<file path="config.mk">
export PLATFORM = sky130hd
export DESIGN_NAME = prog_sequencer
export DESIGN_NICKNAME = d
export VERILOG_FILES = /design/src/rtl/prog_seq_pkg.sv /design/src/rtl/seq_cycle_ctr.sv /design/src/rtl/prog_sequencer.sv
export SDC_FILE = /design/constraint.sdc
export NUM_CORES = 1
export LEC_CHECK = 0
export CAP_MARGIN = 30
export CORE_MARGIN = 5
export CORE_UTILIZATION = 45
export CTS_CLUSTER_DIAMETER = 200
export DETAILED_ROUTE_END_ITERATION = 10
export HOLD_SLACK_MARGIN = 0.08
export PLACE_DENSITY_LB_ADDON = 0.2
export SYNTH_ARGS = -nofsm -noshare
export SYNTH_HDL_FRONTEND = slang
export SYNTH_HIERARCHICAL = 1
export SYNTH_SLANG_ARGS = --single-unit
export TNS_END_PERCENT = 5
</file>
<file path="constraint.sdc">
create_clock -name Clk -period 10.9 [get_ports Clk]
set_input_delay 2.725 -clock Clk [delete_from_list [all_inputs] [get_ports Clk]]
set_output_delay 2.725 -clock Clk [all_outputs]
set_load 0.005 [all_outputs]
</file>
<file path="src/rtl/prog_seq_pkg.sv">
// Shared state encoding, default widths and result record for the program sequencer.
package prog_seq_pkg;

    localparam int unsigned DefCntW = 16;
    localparam int unsigned DefPgmW = 2;

    typedef enum logic [2:0] {
        IDLE,
        CRST,
        LAUNCH,
        ARM,
        RUN,
        DONE,
        FAULT
    } seq_state_t;

    typedef struct packed {
        logic [DefPgmW-1:0] pgm;
        logic [DefCntW-1:0] cycles;
    } seq_res_t;

endpackage

</file>
<file path="src/rtl/seq_cycle_ctr.sv">
// Saturating counter with clear/enable; stops at Limit and flags it.
module seq_cycle_ctr #(
    parameter int unsigned CNT_W = 16
) (
    input  logic             Clk,
    input  logic             Reset,
    input  logic             Clr,
    input  logic             En,
    input  logic [CNT_W-1:0] Limit,
    output logic [CNT_W-1:0] Count,
    output logic             AtMax
);

    assign AtMax = (Count == Limit);

    // Clr together with En loads 1 so the first counted cycle already reads 1.
    always_ff @(posedge Clk or negedge Reset) begin
        if (!Reset) begin
            Count <= '0;
        end else if (Clr) begin
            Count <= CNT_W'(En);
        end else if (En && !AtMax) begin
            Count <= Count + 1'b1;
        end
    end

endmodule

</file>
<file path="src/rtl/prog_sequencer.sv">
// Runs a batch of programs on the core and times each one from Start fall to Ack rise.
// Optional watchdog with FAULT state when PROG_SEQ_WDOG_EN is defined.
module prog_sequencer
    import prog_seq_pkg::*;
#(
    parameter int unsigned START_CYC = 2,
    parameter int unsigned CNT_W     = DefCntW,
    parameter int unsigned PGM_W     = DefPgmW
`ifdef PROG_SEQ_WDOG_EN
   ,parameter int unsigned WDOG_MAX  = 16'hFFFF
`endif
) (
    input  logic             Clk,
    input  logic             Reset,
    input  logic             Go,
    input  logic [PGM_W-1:0] NumPgms,
    input  logic             Ack,
    output logic             CoreReset,
    output logic             Start,
    output logic             Busy,
    output logic             ResValid,
    output logic [PGM_W-1:0] ResPgm,
    output logic [CNT_W-1:0] ResCycles,
    output logic             AllDone,
    output logic             Fault
);

    localparam logic [CNT_W-1:0] StartLimit = CNT_W'(START_CYC - 1);
`ifdef PROG_SEQ_WDOG_EN
    localparam logic [CNT_W-1:0] RunLimit = CNT_W'(WDOG_MAX);
`else
    localparam logic [CNT_W-1:0] RunLimit = '1;
`endif

    seq_state_t       stateQ, stateD;
    logic [PGM_W-1:0] idxQ, idxD, lastQ, lastD;
    logic [CNT_W-1:0] cnt, limit;
    logic             cntClr, cntEn, cntAtMax, wdogHit, done;

    // One counter serves both the Start hold and the run-time measurement.
    assign limit = (stateQ == LAUNCH) ? StartLimit : RunLimit;

`ifdef PROG_SEQ_WDOG_EN
    assign wdogHit = cntAtMax;
`else
    assign wdogHit = 1'b0;
`endif

    assign cntClr = (stateD != stateQ) && ((stateD == LAUNCH) || (stateD == ARM));
    assign cntEn  = ((stateQ == LAUNCH) && (stateD == LAUNCH)) || (stateD == ARM) ||
                    (stateD == RUN);

    seq_cycle_ctr #(
        .CNT_W (CNT_W)
    ) u_ctr (
        .Clk   (Clk),
        .Reset (Reset),
        .Clr   (cntClr),
        .En    (cntEn),
        .Limit (limit),
        .Count (cnt),
        .AtMax (cntAtMax)
    );

    always_comb begin
        stateD = stateQ;
        idxD   = idxQ;
        lastD  = lastQ;
        done   = 1'b0;
        case (stateQ)
            IDLE, DONE, FAULT: begin
                if (Go) begin
                    stateD = CRST;
                    idxD   = '0;
                    lastD  = (NumPgms == '0) ? '0 : NumPgms - 1'b1;
                end
            end
            CRST:   stateD = LAUNCH;
            LAUNCH: if (cntAtMax) stateD = ARM;
            // A stale Ack from the previous program must drop before timing starts.
            ARM: begin
                if (wdogHit) begin
                    stateD = FAULT;
                end else if (!Ack) begin
                    stateD = RUN;
                end
            end
            RUN: begin
                if (Ack) begin
                    done = 1'b1;
                    if (idxQ == lastQ) begin
                        stateD = DONE;
                    end else begin
                        idxD   = idxQ + 1'b1;
                        stateD = LAUNCH;
                    end
                end else if (wdogHit) begin
                    stateD = FAULT;
                end
            end
            default: stateD = IDLE;
        endcase
    end

    always_ff @(posedge Clk or negedge Reset) begin
        if (!Reset) begin
            stateQ    <= IDLE;
            idxQ      <= '0;
            lastQ     <= '0;
            CoreReset <= 1'b1;
            Start     <= 1'b0;
            Busy      <= 1'b0;
            ResValid  <= 1'b0;
            ResPgm    <= '0;
            ResCycles <= '0;
            AllDone   <= 1'b0;
        end else begin
            stateQ    <= stateD;
            idxQ      <= idxD;
            lastQ     <= lastD;
            CoreReset <= (stateD == IDLE) || (stateD == CRST) || (stateD == FAULT);
            Start     <= (stateD == LAUNCH);
            Busy      <= (stateD == CRST) || (stateD == LAUNCH) || (stateD == ARM) ||
                         (stateD == RUN);
            ResValid  <= done;
            AllDone   <= (stateD == DONE);
            if (done) begin
                ResPgm    <= idxQ;
                ResCycles <= cnt;
            end
        end
    end

`ifdef PROG_SEQ_WDOG_EN
    always_ff @(posedge Clk or negedge Reset) begin
        if (!Reset) begin
            Fault <= 1'b0;
        end else begin
            Fault <= (stateD == FAULT);
        end
    end
`else
    assign Fault = 1'b0;
`endif

endmodule

</file>
# Yosys cells after proc, flatten, opt, wreduce, memory -nomap -nowiden
# Cells that the tools add are included.
op_classes:
  n_div: 0
  n_mul: 0
  n_shift: 0
  bitwise_logic: 0
  addsub: 3
  mux: 16
  eq_ne: 18
  n_reduce_logical: 20
  n_lt_le_gt_ge: 0
ops:
  columns: ["cell", "n"]
  rows:
  - ["2-to-1 mux 16 bit", 3]
  - ["== test 3 bit, second input constant", 6]
  - ["adder 16 x 1 -> 16 bit, second input constant", 1]
  - ["== test 16 bit", 1]
  - ["2-to-1 mux 3 bit", 5]
  - ["case mux 3 bit (5 select lines)", 1]
  - ["== test 3 x 2 -> 1 bit, second input constant", 4]
  - ["logical OR 1 bit", 8]
  - ["2-to-1 mux 2 bit", 4]
  - ["== test 3 x 1 -> 1 bit, second input constant", 2]
  - ["logical NOT 3 bit", 2]
  - ["!= test 2 bit, second input constant", 3]
  - ["case mux 2 bit (2 select lines)", 1]
  - ["AND reduction 4 bit", 1]
  - ["nonzero test 2 bit", 2]
  - ["logical AND 1 bit", 3]
  - ["!= test 3 bit", 1]
  - ["OR reduction 3 bit", 1]
  - ["adder 2 x 1 -> 2 bit, second input constant", 1]
  - ["== test 2 bit", 1]
  - ["logical NOT 2 bit", 1]
  - ["2-to-1 mux 1 bit", 2]
  - ["AND reduction 2 bit", 1]
  - ["subtractor 2 x 1 -> 2 bit, second input constant", 1]
  - ["logical NOT 1 bit", 1]
totals:
  ram_bits: 0
  inputBits: 6
  wordCells: 68
  register_bits: 46
  romBits: 0
  latchBits: 0
  mem_count: 0
  output_inout_bits: 24

# Depth between registers and ports, before layout
logic_depth:
  ltp_word: 12
  mapped_depth: 16
  ltp_nobuf: 13

# By module
# The synthesis kept the hierarchy.
modules_own_cells:
  columns: ["module", "instances", "cells_per_inst", "area_each_um2"]
  rows:
  - ["prog_sequencer", 1, 114, 1396.3]
  - ["seq_cycle_ctr", 1, 116, 1139.8]

# Least setup slack after synthesis
# Ideal clock, no wire load.
synth_timing:
  kind: "input-to-reg"
  from: "input Go"
  to: "register u_ctr.Count[14]"
  cell_stages: 9
  path_slack_ps: 6193
  n_path_buf: 1
  required_ps: 10819
  t_arrival_ps: 4627
  setup_ps: 81
  cell_sequence: "mux2_4 -> a221oi_2 -> o22ai_2 -> and2b_1 -> o21ai_0 -> o41ai_4 -> buf_6 -> or4_1 -> a21oi_1"
synth_via:
  elab_chain_len: 8
  elab_cells_between_ends: 14
  classes_between: "eq/ne: 4; mux: 3; reduce/logical: 7"
synth_rtl:
  columns: ["item", "line_no", "text"]
  rows:
  - ["from (decl)", "prog_sequencer.sv:15", "input logic Go,"]
  - ["2-to-1 mux 3 bit (*)", "prog_sequencer.sv:72", "if (Go) begin"]
  - ["case mux 3 bit (5 select lines) (*)", "prog_sequencer.sv:70", "case (stateQ)"]
  - ["named net stateD[0]", "prog_sequencer.sv:35", "seq_state_t stateQ, stateD;"]
  - ["== test 3 x 2 -> 1 bit", "prog_sequencer.sv:50", "assign cntEn = ((stateQ == LAUNCH) && (stateD == LAUNCH)) || (stateD == ARM) ||"]
  - ["logical AND 1 bit", "prog_sequencer.sv:50", null]
  - ["logical OR 1 bit", "prog_sequencer.sv:50", null]
  - ["logical OR 1 bit (*)", "prog_sequencer.sv:50", null]
  - ["named net cntEn", "prog_sequencer.sv:38", "logic cntClr, cntEn, cntAtMax, wdogHit, done;"]
  - ["logical AND 1 bit (*)", "seq_cycle_ctr.sv:22", "end else if (En && !AtMax) begin"]
  - ["nonzero test 2 bit (no source line) (*)", null, null]
  - ["to (signal assigned)", "seq_cycle_ctr.sv:21", "Count <= CNT_W'(En);"]
  - ["to (signal assigned)", "seq_cycle_ctr.sv:23", "Count <= Count + 1'b1;"]
  - ["to (decl)", "seq_cycle_ctr.sv:10", "output logic [CNT_W-1:0] Count,"]
# The timed path passes the listed nets; every way through them passes the cells marked *.
# A chain may end at the register's enable or synchronous reset.

# Final worst setup path
layout_timing:
  from: "input Go"
  to: "register u_ctr.Count[12]"
# The elaborated chain is that of the path after synthesis.

==> results_dict.tcl <==
set metrics [dict create \
    status "finished, final reports clean" \
    gr-usage-met1 0.205 \
    worst_pin_slew_ns 0.955 \
    layout_commonest_cell "dfrtp_1" \
    final_cell_mix "dfrtp_1 (45), clkdlybuf4s50_1 (27), mux2_2 (18), xnor2_1 (17)" \
    first_global_vias 1653 \
    path_buf_inv 2 \
    core_um2 5510 \
    drive_gt1_frac 0.206 \
    fp.dieArea_um2 7240 \
    met2_usage 0.199 \
    cts-buffers-inserted 5 \
    postCtsSetupBuffers 0 \
    holdCritPathClass "reg -> reg" \
    crit_chain "clkdlybuf4s50_1, mux2_4, a221oi_2, o22ai_2, and2b_1, o21ai_0, o41ai_4, buf_4, or4_1, a21oi_1" \
    rows 27 \
    grt_max_degree 32 \
    tns_ns 0 \
    layout_min_cycle_time_ns 5.34 \
    maxSlewViolCount 0 \
    placed_area_um2 2860 \
    post-route-period-util 0.490 \
    io_pins 30 \
    areaGrowthSynthToFinish_pct 15.7 \
    gr-usage-met3 0.0301 \
    antenna_left 0 \
    whs_ns 0.507 \
    syn_avg_cell_area_um2 11.0 \
    worstSetupPathType "in -> reg" \
    setup_viol 0 \
    vias 1792 \
    diodes 0 \
    dr.pass1.iters 4 \
    synth_top_area_cell "dfrtp_1" \
    dpl.hpwl_mm 3.38 \
    synth.distinct_cells 58 \
    die_h_um 85.1 \
    synth_top_cell_area_share 0.444 \
    cts_buffer_depth 2 \
    synth_area_um2 2540 \
    cap_violations 0 \
    cp-start-kind "input port" \
    crit_fanout 30 \
    synth_ff_type "dfrtp_1" \
    synth_nets 237 \
    h-tree-depth 2 \
    cts-resized-gates 0 \
    drcViolationCount 0 \
    skew_ns 0.00265 \
    leakagePower_nw 1.22 \
    antenna_found_initial 0 \
    cp_top_family "compound AO/OA/AOI/OAI gates" \
    worstPathArrival_ns 5.55 \
    clkSlewWorstSetupHoldPaths_ns 0.08 \
    fin_nets 264 \
    vdd_drop_max_mv 0.0989 \
    required_ns 11.11 \
    insertion_delay_ns 0.29 \
    design_area_um2 2940 \
    critPathSlowestCell "clkdlybuf4s50_1" \
    wl_per_cell_um 14.5 \
    synth-edff-count 0 \
    cp-end-kind "flip-flop" \
    hp-start "ResCycles[12]" \
    r2r_start "stateQ[1]" \
    rsz0062_at_grt "no" \
    p_per_area_nw_per_um2 250 \
    drt_iter0_drc 147 \
    initial_core_util 0.461 \
    grt_pass1_wl_mm 8.14 \
    track_usage 0.139 \
    hold_viol_final 0 \
    top_usage_layer "met1" \
    synth_area_leaders "dfrtp_1 (44%), mux2_2 (8.0%), xnor2_1 (5.9%), a21oi_2 (2.4%), o21ai_1 (2.4%)" \
    relSlewSlack 0.362 \
    port_buffers 28 \
    die_w_um 85.1 \
    max_clock_freq_mhz 187 \
    drt-vias-per-instance 5.45 \
    crit_start "Go" \
    cts_tree "yes" \
    synth_cells 230 \
    synth-warning-count 6 \
    grt_remaining_overflow 0 \
    gp_congestion 0.884 \
    critical_path.max_stage_delay_ns 0.60 \
    synth_seq_cells 46 \
    synthArstFlopShare 1.00 \
    cts.sinks 46 \
    hold_buffers 0 \
    yosysSeqAreaShare 0.454 \
    n_fill_cell 511 \
    wl_mm 4.77 \
    cts_root_buf "clkbuf_8" \
]
[kinds of logic after synthesis]
group	synth area share
AOI/OAI and AO/OA	0.141
xor gates and xnor gates	0.0686
adders and majority gates	0.00888
buffers and inverters	0.0424
DFF	0.454
muxes	0.104
other	0.00296
and+or+nand+nor	0.178
[flip-flops by register name, indices dropped and copies added, names as in the netlist]
signal       count
AllDone          1
ResPgm           2
Busy             1
lastQ            2
idxQ             2
u_ctr/Count     16
stateQ           3
ResCycles       16
ResValid         1
CoreReset        1
Start            1
[where the power goes]
part | switching, mW | internal, mW | leakage [nW]
clock | 0.0530 | 0.0442 | 0.0383
sequential | 0.0520 | 0.226 | 0.615
combinational | 0.175 | 0.185 | 0.562
[layout make-up]
class                   count  area [um2]  share of cell area
repair buffers             31         318               0.108
flip-flops and latches     46        1150               0.393
multi-input cells         168        1280               0.436
inverters                   5        18.8             0.00639
well taps                  72        90.1              0.0307
clock buffers               7        76.3              0.0260
[cell usage after synthesis, types with 4 or more instances]
library cell   n
nand2_1       12
inv_1          5
dfrtp_1       45
buf_4          4
a21oi_1       11
nand3_1       11
nor2_1         6
or3_1          9
a21oi_2        7
xnor2_1       17
mux2_2        18
o21ai_1       12
[worst paths after layout]
path | end | slack (ns) | cells past startpoint
setup / recovery | u_ctr/Count[12] | 5.56 | 10
hold / removal | ResCycles[12] | 0.51 | 1
setup reg to reg | u_ctr/Count[12] | 5.86 | 13
hold reg to reg | ResCycles[12] | 0.51 | 1
max in group asynchronous | CoreReset | 8.01 | 2
min in group asynchronous | lastQ[0] | 2.34 | 1
[worst register-to-register path: stages (launching register included)]
cell	delay (ns)
dfrtp_1	0.64
nand3_1	0.81
xnor2_1	0.52
nand4_2	0.20
nor4_1	0.52
mux2_4	0.25
a221oi_2	0.06
o22ai_2	0.25
and2b_1	0.21
o21ai_0	0.41
o41ai_4	0.16
buf_4	0.25
or4_1	0.53
a21oi_1	0.15
[metal layers]
metal / up-vias / wire, um
met2: 31 / 2060
met4: 0 / 72
met1: 870 / 2450
met3: 5 / 187
li1: 886 / -
met5: - / 0
[metrics by stage]
stage	setup slack [ns]	power, mW	instances	util
6_report	5.56	0.735	329	0.533
5_1_grt	5.31	0.792	329	0.533
4_1_cts	5.58	0.741	329	0.533
3_5_place_dp	5.26	0.642	322	0.519
3_3_place_gp	5.37	0.632	320	0.513
2_1_floorplan	6.19	0.546	230	-
Note: power is estimated with default switching activity, not from simulation.
